===== src/rtl/debounce_pkg.sv =====
// Shared definitions for the switch debouncer.
// Holds the per-channel FSM encoding and the default settle time.
package debounce_pkg;

    typedef enum logic {
        STABLE = 1'b0,
        COUNT  = 1'b1
    } state_t;

    // 20 ms at 50 MHz
    localparam int DEFAULT_STABLE_CYCLES = 1000000;

endpackage


===== src/rtl/debounce_bit.sv =====
// One debounced switch channel.
// Contains a 2-flop synchronizer, a STABLE/COUNT FSM and a settle counter.
module debounce_bit
    import debounce_pkg::*;
#(
    parameter int STABLE_CYCLES = DEFAULT_STABLE_CYCLES
) (
    input  logic clk,
    input  logic rst_n,
    input  logic raw,
    output logic clean,
    output logic rise,
    output logic fall,
    output logic counting
);

    localparam int CW = $clog2(STABLE_CYCLES + 1);
    localparam logic [CW-1:0] LAST = CW'(STABLE_CYCLES - 1);
    localparam logic [CW-1:0] ONE  = CW'(1);

    state_t          state;
    logic            meta;
    logic            sync;
    logic [CW-1:0]   cnt;

    assign counting = (state == COUNT);

    always_ff @(posedge clk or negedge rst_n) begin
        if (!rst_n) begin
            meta  <= 1'b0;
            sync  <= 1'b0;
            clean <= 1'b0;
            rise  <= 1'b0;
            fall  <= 1'b0;
            cnt   <= '0;
            state <= STABLE;
        end else begin
            meta <= raw;
            sync <= meta;
            rise <= 1'b0;
            fall <= 1'b0;
            unique case (state)
                STABLE: begin
                    if (sync == clean) begin
                        cnt <= '0;
                    end else if (STABLE_CYCLES == 1) begin
                        clean <= sync;
                        rise  <= sync;
                        fall  <= ~sync;
                        cnt   <= '0;
                    end else begin
                        state <= COUNT;
                        cnt   <= ONE;
                    end
                end
                COUNT: begin
                    if (sync == clean) begin
                        // bounce: drop the partial count
                        state <= STABLE;
                        cnt   <= '0;
                    end else if (cnt == LAST) begin
                        clean <= sync;
                        rise  <= sync;
                        fall  <= ~sync;
                        state <= STABLE;
                        cnt   <= '0;
                    end else begin
                        cnt <= cnt + ONE;
                    end
                end
                default: begin
                    state <= STABLE;
                    cnt   <= '0;
                end
            endcase
        end
    end

endmodule


===== src/rtl/switch_debounce.sv =====
// Multi-channel switch debouncer with edge pulses.
// Each channel is independent; busy flags any channel mid-settle.
module switch_debounce
    import debounce_pkg::*;
#(
    parameter int WIDTH         = 2,
    parameter int STABLE_CYCLES = DEFAULT_STABLE_CYCLES
) (
    input  logic             clk,
    input  logic             rst_n,
    input  logic [WIDTH-1:0] sw_raw,
    output logic [WIDTH-1:0] sw_clean,
    output logic [WIDTH-1:0] sw_rise,
    output logic [WIDTH-1:0] sw_fall,
    output logic             busy
);

    logic [WIDTH-1:0] counting;

    for (genvar i = 0; i < WIDTH; i++) begin : g_ch
        debounce_bit #(
            .STABLE_CYCLES(STABLE_CYCLES)
        ) u_bit (
            .clk      (clk),
            .rst_n    (rst_n),
            .raw      (sw_raw[i]),
            .clean    (sw_clean[i]),
            .rise     (sw_rise[i]),
            .fall     (sw_fall[i]),
            .counting (counting[i])
        );
    end

    assign busy = |counting;

endmodule


===== config.mk =====
export PLATFORM = sky130hd
export DESIGN_NAME = switch_debounce
export DESIGN_NICKNAME = d
export VERILOG_FILES = /design/src/rtl/debounce_pkg.sv /design/src/rtl/debounce_bit.sv /design/src/rtl/switch_debounce.sv
export SDC_FILE = /design/constraint.sdc
export NUM_CORES = 1
export LEC_CHECK = 0
export ABC_AREA = 1
export BUFFER_PORTS_ARGS = -buffer_cell sky130_fd_sc_hd__buf_4
export CAP_MARGIN = 10
export CELL_PAD_IN_SITES_DETAIL_PLACEMENT = 1
export CELL_PAD_IN_SITES_GLOBAL_PLACEMENT = 1
export CORE_MARGIN = 4
export CORE_UTILIZATION = 40
export CTS_CLUSTER_DIAMETER = 120
export DETAILED_ROUTE_END_ITERATION = 8
export PLACE_DENSITY = 0.78
export SYNTH_ARGS = -nofsm -noshare
export SYNTH_HDL_FRONTEND = slang
export SYNTH_SLANG_ARGS = --single-unit

===== constraint.sdc =====
create_clock -name clk -period 1.7 [get_ports clk]
set_input_delay 0.51 -clock clk [delete_from_list [all_inputs] [get_ports clk]]
set_output_delay 0.51 -clock clk [all_outputs]
set_load 0.05 [all_outputs]

==> out/qor.yml <==
outcome:
  status: "complete, no violations"
critical_path:
  cp.required_ns: 1.19
  worstSetupPathType: "reg -> out"
  critical_path_buf_inv_count: 2
  worstSetupStartpointType: "flip-flop"
  crit_start: "g_ch[1].u_bit.counting"
  critical_path.top_delay_family: "flip-flops"
  reg2reg_to: "g_ch[1].u_bit.cnt[14]"
  critPathMaxStageDelay_ns: 0.37
  rr_worst_depth: 8
  r2r_slack_ns: 0.13
  cp_cell_sequence: "inv_1, nand2_1, buf_4"
  r2r-start: "g_ch[1].u_bit.cnt[0]"
  arrival_ns: 1.07
  critPathMaxFanout: 4
  cp-end-kind: "output pin"
  crit_slowest_cell: "dfrtp_1"
power:
  powerDensity_nw_per_um2: 737
  net-switching-power_mw: 0.566
  total_power_mw: 2.36
  combPwrFrac_pct: 7.3
  p_clk_share_pct: 38.6
  p_leak_nw: 1.44
  vdd_drop_max_v: 0.000343
  p_int_mw: 1.80
  p_sw_share_pct: 24.0
  seqPwrFrac_pct: 54.1
clock_tree:
  path_clk_slew_ns: 0.11
  cts_tree: "yes"
  cts_sinks: 52
  clock_path_buffers: 2
  clock-root-buffer: "clkbuf_8"
  postCtsHoldBufs: 0
  cts_buffers: 5
  htreeDepth: 2
  clk_latency_ns: 0.31
route:
  remaining_drc_errors: 0
  final_antenna_net_count: 0
  wl_per_cell_um: 13.6
  num_vias: 2248
  route.final.wire_length_mm: 6.56
  drt_first_pass_iters: 4
  drt-initial-drc-count: 79
  viasPerCell: 4.66
floorplanning:
  die_w_um: 92.5
  core_area_um2: 6870
  initial_core_util_pct: 41.6
  ios: 11
  die_y_um: 92.5
  die_area_um2: 8560
  num_rows: 30
final_layout:
  design_area_um2: 3200
  drive_above_1_share_pct: 15.0
  fin_util_pct: 46.6
  antenna_cells: 0
  layout.nets: 391
  syn2layout_area_growth_pct: 12.0
synth:
  ys.flop_type: "dfrtp_1"
  synthTopCellsByCount: "nand2_1 (80), nor2_1 (78), dfrtp_1 (52)"
  postSynthCellCount: 367
  yosysMostFrequentCell: "nand2_1"
  yosys_warnings: 0
  synthDominantCellAreaShare_pct: 45.5
  synth_area_per_cell_um2: 7.79
  yosysUniqueCellTypes: 28
  synth_edf_count: 0
  async_flop_share_pct: 100
  synth_area_um2: 2860
  yosysSeqAreaShare_pct: 45.5
  syn_nets: 373
  synthTopCellsByArea: "dfrtp_1 (46%), nand2_1 (11%), nor2_1 (10%)"
  yosysTopAreaCell: "dfrtp_1"
  synth_seq_cells: 52
timing:
  worstMarginPinSlew_ns: 0.411
  min_period_ns: 1.58
  period_share_pct: 93.2
  slew_violations: 0
  fin_skew_ns: 0.0174
  fmax_mhz: 631
  setup_viol: 0
  hold_viol: 0
  rsz0062_at_grt: "true"
  slew_headroom_pct: 72.4
worst_hold_path:
  hp-class: "in -> async"
global_routing:
  grt_max_degree: 30
  grt_pass1_wl_mm: 11.4
  grt.overflow.total: 0
  grt_pass1_vias: 2404
  antenna_found_initial: 0
  track_usage_pct: 16.7
place:
  dp_hpwl_mm: 4.93
  place.gp.congestion: 0.794
  dpl_cell_area_um2: 3010
  io_buffers: 10
job:
  max_cap_viol_count: 0
placed cells by master, fill, tap and decap left out, drive strengths merged:
cell	instances
nor2	93
nand2	85
dfrtp	52
inv	51
xor2	19
buf	19
nand3	19
nor3	15
nand4	8
clkbuf	6
o21ai	4
xnor2	3
and2	2
a21oi	2
nand3b	2
ha	2
o21bai	1
a31oi	1
bufinv	1
clkinv	1
per-stage QoR:
stage	setup WS (ns)	setup TNS, ns	std cells	hold slack [ns]
floorplan	0.318	0	367	0.214
global placement	0.168	0	468	0.332
detailed placement	0.0624	0	468	0.342
CTS	0.0608	0	476	0.0888
global route	-0.00421	-0.00701	482	0.0903
finish	0.116	0	482	0.0829
kinds of logic (layout without fill, tap and decap cells):
| group | count (synthesis) | in the layout | share of synthesized area (%) |
|---|---|---|---|
| flip-flops | 52 | 52 | 45.5 |
| adder cells (fa/ha/maj) | 2 | 2 | 0.875 |
| AND/OR/NAND/NOR | 224 | 224 | 36.0 |
| AO/OA/AOI/OAI | 8 | 8 | 1.53 |
| XOR/XNOR | 22 | 22 | 6.74 |
| buffers and inverters | 59 | 78 | 9.37 |
power by group through the flow:
stage               sequential, mW  combinational [mW]  clock, mW
finish                        1.28               0.173      0.912
global route                  1.28               0.198       1.00
CTS                           1.28               0.158      0.938
detailed placement            1.30               0.158          0
global placement              1.30               0.153          0
floorplan                     1.30               0.106          0
worst reg2reg max path: cells and delay by family, from the launching register on:
family,cells,cell delay (ns)
buffers and inverters,1,0.11
DFF,1,0.39
and+or+nand+nor,6,0.77
adders and majority gates,1,0.20
worst max-delay path by stage:
stage                             to  slack [ns]  depth (start not counted)
6_report                        busy        0.12                          3
5_1_grt        g_ch[1].u_bit.cnt[18]      -0.004                          9
4_1_cts        g_ch[0].u_bit.cnt[17]        0.06                          8
3_5_place_dp   g_ch[0].u_bit.cnt[17]        0.06                          8
3_3_place_gp   g_ch[0].u_bit.cnt[19]        0.17                          8
2_1_floorplan  g_ch[1].u_bit.cnt[12]        0.32                          7
flip-flops by register name, indices dropped and copies added (netlist names):
| signal | count |
|---|---|
| g_ch.u_bit.cnt | 40 |
| g_ch.u_bit.clean | 2 |
| g_ch.u_bit.counting | 2 |
| g_ch.u_bit.fall | 2 |
| g_ch.u_bit.meta | 2 |
| g_ch.u_bit.rise | 2 |
| g_ch.u_bit.sync | 2 |
repair_timing:
item                                    CTS  global route
hold endpoints to repair                  0             0
endpoints found under the setup margin    0             6
resized for setup                         0             5
setup buffers                             0             6
metal layers:
layer / vias up / global-route usage (%) / wire (um)
li1: 1149 / - / -
met1: 1066 / 21.6 / 3170
met2: 25 / 28.8 / 3160
met3: 8 / 2.68 / 166
met4: 0 / 4.46 / 71
met5: - / 0 / 0
area by class of cell:
| cell class | count | area (um^2) |
|---|---|---|
| Fill cell | 872 | 3670 |
| Multi-Input combinational cell | 256 | 1310 |
| Sequential cell | 52 | 1300 |
| Inverter | 51 | 191 |
| Timing Repair Buffer | 19 | 155 |
| Tap cell | 96 | 120 |
| Clock buffer | 6 | 82.6 |
| Clock inverter | 2 | 38.8 |
Note: power is estimated with default switching activity, not from simulation.
